--- config.mk ---
export PLATFORM = sky130hd
export DESIGN_NAME = replay_fifo_flat
export DESIGN_NICKNAME = d
export VERILOG_FILES = /design/src/rtl/replay_fifo_pkg.sv /design/src/rtl/replay_fifo_if.sv /design/src/rtl/replay_fifo_mem.sv /design/src/rtl/replay_fifo.sv /design/src/flat_wrapper.sv
export SDC_FILE = /design/constraint.sdc
export NUM_CORES = 1
export LEC_CHECK = 0
export ABC_AREA = 1
export BUFFER_PORTS_ARGS = -buffer_cell sky130_fd_sc_hd__buf_2
export CORE_UTILIZATION = 39
export DETAILED_ROUTE_END_ITERATION = 10
export PLACE_DENSITY = 0.52
export SETUP_SLACK_MARGIN = 0.4
export SLEW_MARGIN = 20
export SYNTH_ARGS = -nofsm -noshare
export SYNTH_HDL_FRONTEND = slang
export SYNTH_HIERARCHICAL = 1
export SYNTH_SLANG_ARGS = --single-unit
--- constraint.sdc ---
create_clock -name clk -period 2.85 [get_ports clk]
set_input_delay 0.285 -clock clk [delete_from_list [all_inputs] [get_ports clk]]
set_output_delay 0.285 -clock clk [all_outputs]
set_load 0.005 [all_outputs]
--- src/rtl/replay_fifo_pkg.sv ---
// -----------------------------------------------------------------------------
// replay_fifo_pkg
// Shared helper for the replay FIFO slice. It holds only the pointer-width
// function, so the interface and the top level derive PW the same way.
// -----------------------------------------------------------------------------
package replay_fifo_pkg;

  // Pointer width: index bits plus one wrap bit, so full and empty can be
  // told apart when the indices coincide.
  function automatic int ptr_width(input int depth);
    return $clog2(depth) + 1;
  endfunction

endpackage

--- src/rtl/replay_fifo_if.sv ---
// -----------------------------------------------------------------------------
// replay_fifo_if
// Bundles the producer/consumer handshake of the replay FIFO.
//   master : enqueue, din, dequeue, commit, rewind driven; status observed
//   slave  : the FIFO side; consumes requests, drives dout/dout_valid,
//            full, empty, count (unread) and held (dequeued, uncommitted)
// -----------------------------------------------------------------------------
interface replay_fifo_if #(
  parameter int DATA_W = 2,
  parameter int DEPTH  = 256
);
  import replay_fifo_pkg::*;

  localparam int PW = ptr_width(DEPTH);

  logic              enqueue;
  logic [DATA_W-1:0] din;
  logic              dequeue;
  logic              commit;
  logic              rewind;
  logic [DATA_W-1:0] dout;
  logic              dout_valid;
  logic              full;
  logic              empty;
  logic [PW-1:0]     count;
  logic [PW-1:0]     held;

  modport master (
    output enqueue, din, dequeue, commit, rewind,
    input  dout, dout_valid, full, empty, count, held
  );

  modport slave (
    input  enqueue, din, dequeue, commit, rewind,
    output dout, dout_valid, full, empty, count, held
  );

endinterface

--- src/rtl/replay_fifo_mem.sv ---
// -----------------------------------------------------------------------------
// replay_fifo_mem
// DEPTH x DATA_W storage with one synchronous write port and one synchronous
// (registered) read port. Nothing here is reset; the read register simply
// holds its last value when rd_en is low.
//   clk              : clock
//   wr_en/addr/data  : write port
//   rd_en/addr       : read request
//   rd_data          : registered read data, valid the cycle after rd_en
// -----------------------------------------------------------------------------
module replay_fifo_mem #(
  parameter int DATA_W = 2,
  parameter int DEPTH  = 256,
  parameter int AW     = $clog2(DEPTH)
) (
  input  logic              clk,
  input  logic              wr_en,
  input  logic [AW-1:0]     wr_addr,
  input  logic [DATA_W-1:0] wr_data,
  input  logic              rd_en,
  input  logic [AW-1:0]     rd_addr,
  output logic [DATA_W-1:0] rd_data
);

  logic [DATA_W-1:0] mem [DEPTH];

  always_ff @(posedge clk) begin
    if (wr_en) begin
      mem[wr_addr] <= wr_data;
    end
    if (rd_en) begin
      rd_data <= mem[rd_addr];
    end
  end

endmodule

--- src/rtl/replay_fifo.sv ---
// -----------------------------------------------------------------------------
// replay_fifo
// FIFO with a commit/rewind replay window. Dequeued entries stay in storage
// until committed; a rewind moves the read pointer back to the commit pointer
// so the uncommitted entries are replayed in their original order.
//   clk, rst : clock and synchronous active-high reset
//   bus      : replay_fifo_if slave port
//              enqueue/din      write request (dropped when full)
//              dequeue          read request (ignored when empty or rewinding)
//              commit           release everything dequeued before this cycle
//              rewind           replay held entries (commit wins if both)
//              dout/dout_valid  registered read data and 1-cycle valid pulse
//              full/empty       flags from the registered pointers
//              count/held       unread entries / dequeued-uncommitted entries
// -----------------------------------------------------------------------------
module replay_fifo
  import replay_fifo_pkg::*;
#(
  parameter int DATA_W = 2,
  parameter int DEPTH  = 256
) (
  input  logic          clk,
  input  logic          rst,
  replay_fifo_if.slave  bus
);

  localparam int PW = ptr_width(DEPTH);
  localparam int AW = PW - 1;

  logic [PW-1:0]     wr_ptr;
  logic [PW-1:0]     rd_ptr;
  logic [PW-1:0]     cm_ptr;
  logic              full_w;
  logic              empty_w;
  logic              enq_ok;
  logic              deq_ok;
  logic              rewind_ok;
  logic              vld_p1;
  logic              live_p1;
  logic [DATA_W-1:0] rd_data_p1;

  // Occupancy counts held entries too: space is only reclaimed on commit.
  assign full_w    = ((wr_ptr - cm_ptr) == PW'(DEPTH));
  assign empty_w   = (rd_ptr == wr_ptr);
  assign enq_ok    = bus.enqueue && !full_w && !rst;
  assign deq_ok    = bus.dequeue && !empty_w && !bus.rewind && !rst;
  assign rewind_ok = bus.rewind && !bus.commit;

  replay_fifo_mem #(
    .DATA_W (DATA_W),
    .DEPTH  (DEPTH),
    .AW     (AW)
  ) u_mem (
    .clk     (clk),
    .wr_en   (enq_ok),
    .wr_addr (wr_ptr[AW-1:0]),
    .wr_data (bus.din),
    .rd_en   (deq_ok),
    .rd_addr (rd_ptr[AW-1:0]),
    .rd_data (rd_data_p1)
  );

  always_ff @(posedge clk) begin
    if (rst) begin
      wr_ptr  <= '0;
      rd_ptr  <= '0;
      cm_ptr  <= '0;
      vld_p1  <= 1'b0;
      live_p1 <= 1'b0;
    end else begin
      if (enq_ok) begin
        wr_ptr <= wr_ptr + PW'(1);
      end
      // Commit captures rd before this cycle's dequeue, so an entry read in
      // the same cycle stays held.
      if (bus.commit) begin
        cm_ptr <= rd_ptr;
      end
      if (rewind_ok) begin
        rd_ptr <= cm_ptr;
      end else if (deq_ok) begin
        rd_ptr <= rd_ptr + PW'(1);
      end
      vld_p1 <= deq_ok;
      if (deq_ok) begin
        live_p1 <= 1'b1;
      end
    end
  end

  // ---- stage p1: registered read outputs ----
  // The storage read register has no reset; live_p1 forces dout to zero
  // until the first dequeue after reset.
  assign bus.dout       = live_p1 ? rd_data_p1 : '0;
  assign bus.dout_valid = vld_p1;
  assign bus.full       = full_w;
  assign bus.empty      = empty_w;
  assign bus.count      = wr_ptr - rd_ptr;
  assign bus.held       = rd_ptr - cm_ptr;

endmodule

--- src/flat_wrapper.sv ---
// flat-port wrapper written by rule: the top's interface ports become plain ports
module replay_fifo_flat import replay_fifo_pkg::*;
#(
  parameter int DATA_W = 2,
  parameter int DEPTH  = 256
)
  (clk, rst, bus_enqueue, bus_din, bus_dequeue, bus_commit, bus_rewind, bus_dout, bus_dout_valid, bus_full, bus_empty, bus_count, bus_held);
  replay_fifo_if #(.DATA_W(DATA_W), .DEPTH(DEPTH)) bus_i ();
  input  logic clk;
  input  logic rst;
  input wire logic [$bits(bus_i.enqueue)-1:0] bus_enqueue;
  input wire logic [$bits(bus_i.din)-1:0] bus_din;
  input wire logic [$bits(bus_i.dequeue)-1:0] bus_dequeue;
  input wire logic [$bits(bus_i.commit)-1:0] bus_commit;
  input wire logic [$bits(bus_i.rewind)-1:0] bus_rewind;
  output wire logic [$bits(bus_i.dout)-1:0] bus_dout;
  output wire logic [$bits(bus_i.dout_valid)-1:0] bus_dout_valid;
  output wire logic [$bits(bus_i.full)-1:0] bus_full;
  output wire logic [$bits(bus_i.empty)-1:0] bus_empty;
  output wire logic [$bits(bus_i.count)-1:0] bus_count;
  output wire logic [$bits(bus_i.held)-1:0] bus_held;
  assign bus_i.enqueue = bus_enqueue;
  assign bus_i.din = bus_din;
  assign bus_i.dequeue = bus_dequeue;
  assign bus_i.commit = bus_commit;
  assign bus_i.rewind = bus_rewind;
  assign bus_dout = bus_i.dout;
  assign bus_dout_valid = bus_i.dout_valid;
  assign bus_full = bus_i.full;
  assign bus_empty = bus_i.empty;
  assign bus_count = bus_i.count;
  assign bus_held = bus_i.held;
  replay_fifo #(.DATA_W(DATA_W), .DEPTH(DEPTH)) u_core (.clk(clk), .rst(rst), .bus(bus_i));
endmodule
# Yosys cells after proc, flatten, opt, wreduce, memory -nomap -nowiden
# Memories as Yosys holds them, arrays and structs flattened. A register that Yosys moved wholly into a read port is not among the register bits.
# Index checks and enable logic that the tools add are counted.
[word_totals] in_bits=8 ff_bits=29 n_memories=1 ramBits=512 elab_cells=30
[memory_table] memory="u_core.u_mem.mem" depth=256 word_bits=2 read_ports=1 rd_ports_with_merged_regs=1 wr=1 line_no="replay_fifo_mem.sv:25" rtl="logic [DATA_W-1:0] mem [DEPTH];"
[classes] n_eq_ne=2 add_sub_neg=5 reduce_logical=12 n_mux=5
[ops] op="9-bit subtractor" n=3
[ops] op="9-bit by 1-bit adder with 9-bit output, second input constant" n=2
[ops] op="9-bit two-way mux" n=2
[ops] op="9-bit == test" n=1
[ops] op="9-bit == test, second input constant" n=1
[ops] op="1-bit logical AND" n=6
[ops] op="1-bit logical NOT" n=5
[ops] op="1-bit two-way mux" n=2
[ops] op="2-bit two-way mux" n=1
[ops] op="2-bit nonzero test" n=1

# Longest topological paths before layout
# Gate-level depths: netlist (run 1).
[depth] ltp_word=7 depth_mapped=18 ltp_nobuf=16

# Modules after synthesis
# The synthesis (run 1) kept the hierarchy.
[by_module_without_submodules] mod="replay_fifo_mem" instances=1 seq_area_each_um2=15434.8 cells_each=2055 area_per_inst_um2=22146.2
[by_module_without_submodules] mod="replay_fifo" instances=1 seq_area_each_um2=580.6 cells_each=381 area_per_inst_um2=2544.9

# Worst setup path after synthesis (run 1)
# OpenSTA, ideal clock, no wires.
[synth_timing] path_kind="register -> register" from="reg u_core.wr_ptr[2]" to="mem u_core.u_mem.mem[162][0] (enable)" path_buffers=2 stages_incl_launch_ff=14 setup_time_ns=0.309 setup_slack_ns=0.027 required_time_ns=2.541 arrival_time_ns=2.514 cell_sequence="dfxtp_1 > ha_1 > or2_4 > nand3_1 > nand3_1 > nand2_2 > nor2_4 > nand3_4 > nand2_1 > nor2_1 > clkbuf_1 > nand3_1 > clkbuf_1 > nor2_1"
[synth_between] elab_chain_cells=7
[synth_rtl] element="start, declared" line_no="replay_fifo.sv:30" rtl="logic [PW-1:0] wr_ptr;"
[synth_rtl] element="start signal, assigned" line_no="replay_fifo.sv:72" rtl="wr_ptr <= wr_ptr + PW'(1);"
[synth_rtl] element="9-bit subtractor" line_no="replay_fifo.sv:43" rtl="assign full_w = ((wr_ptr - cm_ptr) == PW'(DEPTH));"
[synth_rtl] element="9-bit == test" line_no="replay_fifo.sv:43"
[synth_rtl] element="1-bit logical NOT" line_no="replay_fifo.sv:45" rtl="assign enq_ok = bus.enqueue && !full_w && !rst;"
[synth_rtl] element="1-bit logical AND (2 in a row)" line_no="replay_fifo.sv:45"
[synth_rtl] element="via u_core.enq_ok" line_no="replay_fifo.sv:35" rtl="logic enq_ok;"
[synth_rtl] element="1-bit two-way mux" line_no="replay_fifo_mem.sv:28" rtl="if (wr_en) begin"
[synth_rtl] element="1-bit two-way mux (not written as such)" line_no="replay_fifo_mem.sv:29" rtl="mem[wr_addr] <= wr_data;"
[synth_rtl] element="end, declared" line_no="replay_fifo_mem.sv:25"
# The timed path passes the listed nets, and every way through them passes these cells.

# Worst setup path in the final report (run 1)
[layout_timing] from="reg u_core.rd_ptr[0]" to="out bus_count[6]"
[layout_between] elab_chain_cells=1
[layout_rtl] element="start, declared" line_no="replay_fifo.sv:31" rtl="logic [PW-1:0] rd_ptr;"
[layout_rtl] element="start signal, assigned" line_no="replay_fifo.sv:80" rtl="rd_ptr <= cm_ptr;"
[layout_rtl] element="start signal, assigned" line_no="replay_fifo.sv:82" rtl="rd_ptr <= rd_ptr + PW'(1);"
[layout_rtl] element="9-bit subtractor" line_no="replay_fifo.sv:98" rtl="assign bus.count = wr_ptr - rd_ptr;"
[layout_rtl] element="end, declared" line_no="flat_wrapper.sv:20" rtl="output wire logic [$bits(bus_i.count)-1:0] bus_count;"
# Every way passes these cells.

==> reports/summary.txt, run 1 <==
Logic pwr share - 11.1%
dpl cells - 3229
FP Rows - 91
die extent in y - 254 um
hold wc startpoint - bus_rewind
Fin. Hold Viols - 0
fmax - 361 MHz
clk sinks - 543
total global-route track usage - 20.7%
r2r startpoint - u_core/wr_ptr[6]
Mapped Cells - 2436
post-synthesis cell area - 24700 um2
Final ANT Viol Nets - 0
wire per inst - 20.8 um
Required @ worst endpoint - 2.57 ns
number of enable flip-flop cells after synthesis - 514
Distinct cells, synth - 44
Setup Skew - 0.0186 ns
routed wire length - 70.5 mm
Layout Nets - 2541
worst stage delay on the critical path - 0.37 ns
Yosys warning total - 6
hold_ws - 0.0693 ns
hold depth - 4
GR Overflow Total - 0
endpoints failing setup - 0
DRC - 0
syn avg cell area - 10.1 um2
highest metal used - met4
CTS Buf Count - 57
minimum clock period - 2.77 ns
Setup CP Type - register to output port
Crit path buffers/inverters - 3
routed via count - 17800
Rel. slew slack - 3.44%
largest net degree at the start of global routing - 95
CTS H-Tree Depth - 2
DIE WIDTH - 254 um
io pins - 31
post-placement setup slack - 0.0795 ns
Tot Pwr - 17.8 mW
slowest cell on the critical path - fa_2
Crit Path Max Fanout - 8
P_int - 13.4 mW
final worst setup slack - 0.0828 ns
Vias/cell - 5.27
Worst path top cell family by delay - adder cells
Async SR Flop Fraction - 0%
metal3 WL - 3.50 mm
die area - 64300 um2
global-route wire length before repair - 101 mm
TritonCTS clock tree - built
Peak supply drop - 0.000453 V
P_leak - 10.6 nW
Max Cap Viol - 0
clock buffer depth - 3
Layout area overhead - 24.3%
non-filler cells, final - 3384
outcome - finished, final reports clean
WP data arrival - 2.48 ns
Clock power frac - 39.7%
R2R cell count - 15
vias in the first global route - 17300
Hold Path End - u_core/rd_ptr[5]
core area - 62200 um2
Placer Congestion - 0.840
Skew-Pair Late Insertion Delay - 0.62 ns
post-synth top area share - 62.5%
post-route cell area - 30700 um2
Setup TNS - 0 ns
crit-path cells - buf_4, buf_12, ha_4, fa_2, o21ai_4, nand3_1, nand2_1, xor2_1, buf_2
post-synth top area cell - edfxtp_1
Worst setup SP type - register
Power Dens Cells - 581 nW/um2
RSZ-0062 raised after global routing - true
fillcell total - 5592
clock edge transition at the registers on the reported setup and hold paths - 0.06 ns
Antenna Cells - 0
layout cells sized above 1 - 22.1%
IO Port Bufs - 30
clk root buf - clkbuf_16
#FFs+latches synth - 543
sequential group share of total power - 49.2%
Pins Over Slew Limit - 0
fin crit share - 97.1%
most frequent cells after synthesis - 665 x nand2_1, 518 x nand3_1, 514 x edfxtp_1, 305 x nor2_1, 110 x inv_1
syn_nets - 2472
most area-consuming cells after synthesis - edfxtp_1 63%, nand3_1 10%, nand2_1 10%
sw frac - 24.8%
Reg2Reg Setup Slack - 0.14 ns
hpwl dp - 40.4 mm
Critical R2R Capture - u_core/u_mem/mem[64][0]
fraction of the yosys area taken by sequential cells - 64.9%
initial cell density of the core - 39.7%
metal2 WL - 34.2 mm
Iter 0 DRT Violations - 1342
drt first pass iters - 6
main flop type after synthesis - edfxtp_1
CP Capture Type - output port
fin util - 49.4%
initial antenna violation count - 0
WL met1 - 30.8 mm
most frequent cell after synthesis - nand2_1
worst slew pin tran - 1.44 ns
Switch Pwr - 4.42 mW
placed inst area - 26200 um2
Hold Path Class - input port to register
## cell families (layout without fill, tap and decap cells)
group | count (synthesis) | after routing | share of synthesized area (%)
AO/OA/AOI/OAI | 63 | 63 | 1.44
AND/OR/NAND/NOR | 1520 | 1520 | 26.3
flip-flops | 543 | 543 | 64.9
XOR/XNOR | 17 | 17 | 0.603
buffers and inverters | 265 | 376 | 5.33
adder cells (fa/ha/maj) | 28 | 28 | 1.48
## power groups by stage
stage	Sequential [mW]	Clock (mW)	Combinational, mW
floorplan	8.94	0	1.05
global placement	8.94	0	1.68
detailed placement	8.94	0	1.70
CTS	8.77	7.23	1.79
global route	8.77	7.50	2.16
finish	8.78	7.09	1.98
## cell type report
cell class	count	area [um2]	share of cell area, %
clock buffer	70	1510	4.91
clock inverter	31	240	0.783
timing repair buffer	162	2080	6.78
inverter	113	448	1.46
tap	837	1050	3.41
sequential	543	16100	52.3
multi-input combinational	1628	9320	30.4
## worst max path at each step
stage | start | to | slack (ns) | depth (start not counted)
after global routing | u_core/rd_ptr[0] | bus_held[8] | -0.03 | 14
after CTS | u_core/rd_ptr[0] | bus_held[8] | 0.07 | 14
final | u_core/rd_ptr[0] | bus_count[6] | 0.08 | 9
after detailed placement | u_core/cm_ptr[1] | u_core/u_mem/mem[171][0] | 0.08 | 16
after floorplan | u_core/cm_ptr[1] | u_core/u_mem/mem[198][0] | 0.40 | 17
after global placement | u_core/cm_ptr[1] | u_core/u_mem/mem[197][0] | 0.14 | 16
## repair_timing
action,CTS,global route
resized for setup,50,434
setup endpoints to repair,528,531
hold buffers,1,0
pin swaps,11,64
setup buffers,16,17
hold endpoints to repair,1,0
cloned,0,20
## sequential cells by signal, summed over array words and instances (netlist names)
register,flops
u_core/u_mem/mem,512
u_core/cm_ptr,9
u_core/rd_ptr,9
u_core/wr_ptr,9
u_core/u_mem/rd_data,2
u_core/bus.dout_valid,1
u_core/live_p1,1
## worst reg2reg max path, delay by kind of cell (launching register included)
kind | cells | cell delay [ns]
DFF | 1 | 0.42
buffers and inverters | 4 | 0.63
AOI/OAI and AO/OA | 1 | 0.17
adders and majority gates | 1 | 0.24
and+or+nand+nor | 9 | 0.95
## routing by layer
| metal | up-vias | track usage [%] |
|---|---|---|
| met5 | - | 0 |
| met2 | 468 | 34.5 |
| li1 | 8507 | - |
| met3 | 111 | 2.38 |
| met4 | 0 | 6.88 |
| met1 | 8731 | 28.1 |
## cell usage in the layout, fill, tap and decap left out, types with 3 or more instances in the layout
cell        netlist  final
a21oi_1          28     18
a21oi_2           0     10
buf_12            1     36
buf_16            0      4
buf_2            56     27
buf_4             9     59
buf_6            25     14
bufinv_16         0      3
clkbuf_1         51     11
clkbuf_16         0     77
clkinv_1          0      8
clkinv_2          0     16
clkinvlp_4        0      3
dfxtp_1          29     13
dfxtp_2           0     10
dfxtp_4           0      6
edfxtp_1        514    514
ha_1             26      8
ha_4              0     17
inv_1           110     96
inv_2             2     10
inv_4             1      4
nand2_1         665    631
nand2_2           3     16
nand2_4           0      5
nand2_8           0     16
nand3_1         518    504
nand3_2           1     10
nand3_4           1      6
nand4_1           6      6
nand4_2           5      5
nor2_1          305    122
nor2_2            6     39
nor2_4            1    151
o21ai_0          21     16
o21ai_2           0      3
xnor2_1           3      3
xor2_1           14     14
(Power assumes the default switching activity.)
==> inputs of run 2 (changes only) <==
--- a/config.mk
+++ b/config.mk
@@ -9,7 +9,7 @@
 export BUFFER_PORTS_ARGS = -buffer_cell sky130_fd_sc_hd__buf_2
 export CORE_UTILIZATION = 39
 export DETAILED_ROUTE_END_ITERATION = 10
-export PLACE_DENSITY = 0.52
+export PLACE_DENSITY = 0.5
 export SETUP_SLACK_MARGIN = 0.4
 export SLEW_MARGIN = 20
 export SYNTH_ARGS = -nofsm -noshare
==> constraint.sdc (replaced) <==
create_clock -name clk -period 3.1 [get_ports clk]
set_input_delay 0.31 -clock clk [delete_from_list [all_inputs] [get_ports clk]]
set_output_delay 0.31 -clock clk [all_outputs]
set_load 0.005 [all_outputs]
==> run 2 against run 1 <==
Clock skew is 0.0016 ns higher. Global-route usage is 0.80 points higher. Combinational power is 10% lower. Sequential share of layout area is 3.2 points higher. Worst hold slack better by 0.028 ns. Highest routed layer is now met5. Critical path type unchanged. Largest power group unchanged. Register-to-register slack better by 0.29 ns.
==> reports/summary.txt, run 2 (synthesized netlist as in run 1, its figures left out) <==
Setup CP Type - register to output port
DRC - 0 (unchanged)
Max Cap Viol - 0 (unchanged)
routed wire length - 70.0 mm (-0.74%)
Worst setup SP type - register
worst slew pin tran - 0.985 ns (-0.460 ns)
Vias/cell - 5.28 (+0.33%)
minimum clock period - 2.78 ns
sequential group share of total power - 48.2% (-1.0 points)
P_int - 12.7 mW (-5.8%)
total global-route track usage - 21.5% (+0.80 points)
initial cell density of the core - 39.7% (unchanged)
outcome - finished, final reports clean
WP data arrival - 2.47 ns (about the same)
routed via count - 17800 (-0.21%)
Hold Path Class - input port to register
Skew-Pair Late Insertion Delay - 0.63 ns (about the same)
Final ANT Viol Nets - 0 (unchanged)
register area - 16000 um2 (about the same)
clock edge transition at the registers on the reported setup and hold paths - 0.06 ns (about the same)
clock buffer depth - 3 (unchanged)
TritonCTS clock tree - built
GR Overflow Total - 0 (unchanged)
busiest grt layer - met2
layout cells sized above 1 - 16.1% (-6.1 points)
post-placement setup slack - 0.148 ns (+0.0683 ns)
hpwl dp - 41.9 mm (+3.8%)
vias in the first global route - 17400 (+0.63%)
met1 Use GR - 29.0% (+0.90 points)
endpoints failing setup - 0 (unchanged)
Layout area overhead - 17.2%
drt first pass iters - 7 (+1)
most common cell after layout, fill and taps aside - nand2_1
Fin. Hold Viols - 0 (unchanged)
Placer Congestion - 0.845 (+0.56%)
DIE WIDTH - 254 um (unchanged)
Required @ worst endpoint - 2.79 ns (+0.22 ns)
Layout Nets - 2517 (-0.94%)
die area - 64300 um2 (unchanged)
clk sinks - 543 (unchanged)
largest net degree at the start of global routing - 133 (+40%)
Peak supply drop - 0.000453 V (-0.11%)
sw frac - 24.4% (-0.39 points)
Clock power frac - 41.1% (+1.4 points)
Setup Skew - 0.0201 ns (+0.00157 ns)
fmax - 359 MHz
met3 usage - 3.76% (+1.4 points)
fillcell total - 5899 (+5.5%)
final worst setup slack - 0.316 ns (+0.233 ns)
fin crit share - 89.8%
Rel. slew slack - 34.2% (+31 points)
global-route wire length before repair - 103 mm (+2.3%)
area of the multi-input gates - 8110 um2 (-13%)
CTS Buf Count - 59 (+3.5%)
Iter 0 DRT Violations - 1527 (+14%)
RSZ-0062 raised after global routing - true
Setup TNS - 0 ns (unchanged)
Antenna Cells - 0 (unchanged)
CP Capture Type - output port
grt met2 use - 35.0% (+0.46 points)
initial antenna violation count - 1 (+1)
Power Dens Cells - 578 nW/um2 (-0.52%)
max FFs per register - 512 (unchanged)
P_leak - 10.2 nW (-3.2%)
wire per inst - 20.8 um (-0.21%)
Logic pwr share - 10.7% (-0.4 points)
io pins - 31 (unchanged)
Pins Over Slew Limit - 0 (unchanged)
die extent in y - 254 um (unchanged)
IO Port Bufs - 30 (unchanged)
Biggest register - u_core/u_mem/mem
FP Rows - 91 (unchanged)
Crit Path Max Fanout - 3 (-5)
most frequent cells in the layout - 651 x nand2_1, 514 x edfxtp_1, 509 x nand3_1, 223 x nor2_1, 99 x inv_1
Switch Pwr - 4.08 mW (-7.7%)
core area - 62200 um2 (unchanged)
clk root buf - clkbuf_16
CTS H-Tree Depth - 2 (unchanged)
run 2: worst max-delay path, stage by stage, from the launching register on:
cell and delay [ns]:
dfxtp_4 0.41, clkinvlp_4 0.18, fa_2 0.38, o21ai_2 0.18, nand2_1 0.07, nand2_1 0.06, nand2_1 0.06, nand2_2 0.07
nand2_1 0.05, nand2_1 0.08, a21oi_2 0.06, xor2_1 0.13, buf_2 0.12
run 2: metrics by stage:
stage / hold WS, ns / cell area, um2 / std cells / power (mW) / util (%)
6_report: 0.0974 / 28900 / 3366 / 16.7 / 46.5
5_1_grt: 0.0949 / 28900 / 3366 / 17.3 / 46.5
4_1_cts: 0.0570 / 28100 / 3349 / 16.8 / 45.1
3_5_place_dp: 0.467 / 25800 / 3221 / 9.77 / 41.4
3_3_place_gp: 0.465 / 25800 / 3221 / 9.76 / 41.4
2_1_floorplan: 0.409 / 24700 / 2436 / 9.18 / -
run 2: layout make-up:
class,count,share of cell area [%]
clock buffers,75,5.35
inverters,113,1.55
clock inverters,34,1.11
multi-input cells,1628,28.0
repair buffers,136,4.89
well taps,837,3.62
flip-flops and latches,543,55.5
run 2: path summary, 6_finish.rpt:
kind / from / to / slack, ns / depth (start not counted)
max reg2reg: u_core/rd_ptr[2] / u_core/u_mem/rd_data[0] / 0.43 / 12
min: bus_commit / u_core/cm_ptr[2] / 0.1 / 2
max: u_core/rd_ptr[1] / bus_held[8] / 0.32 / 12
min reg2reg: u_core/live_p1 / u_core/live_p1 / 0.47 / 2
run 2: power by group through the flow:
stage                     clock (mW)  sequential, mW  combinational [mW]
after global placement             0            8.23                1.54
after floorplan                    0            8.22               0.963
final                           6.89            8.07                1.78
after global routing            7.28            8.06                1.95
after detailed placement           0            8.23                1.54
after CTS                       7.02            8.06                1.68
run 2: what timing repair did:
action                                  4_1_cts  5_1_grt
hold endpoints to repair                      1        0
gates cloned                                  1        6
pin swaps                                     8       27
hold buffers                                  1        0
endpoints found under the setup margin      199      433
setup buffers                                17       11
gates resized for setup                      64      192
run 2: routing by layer:
metal	routed length, um	vias to the layer above
met3	4420	126
met5	13	-
met1	30700	8732
met4	1900	2
met2	33000	492
li1	-	8428
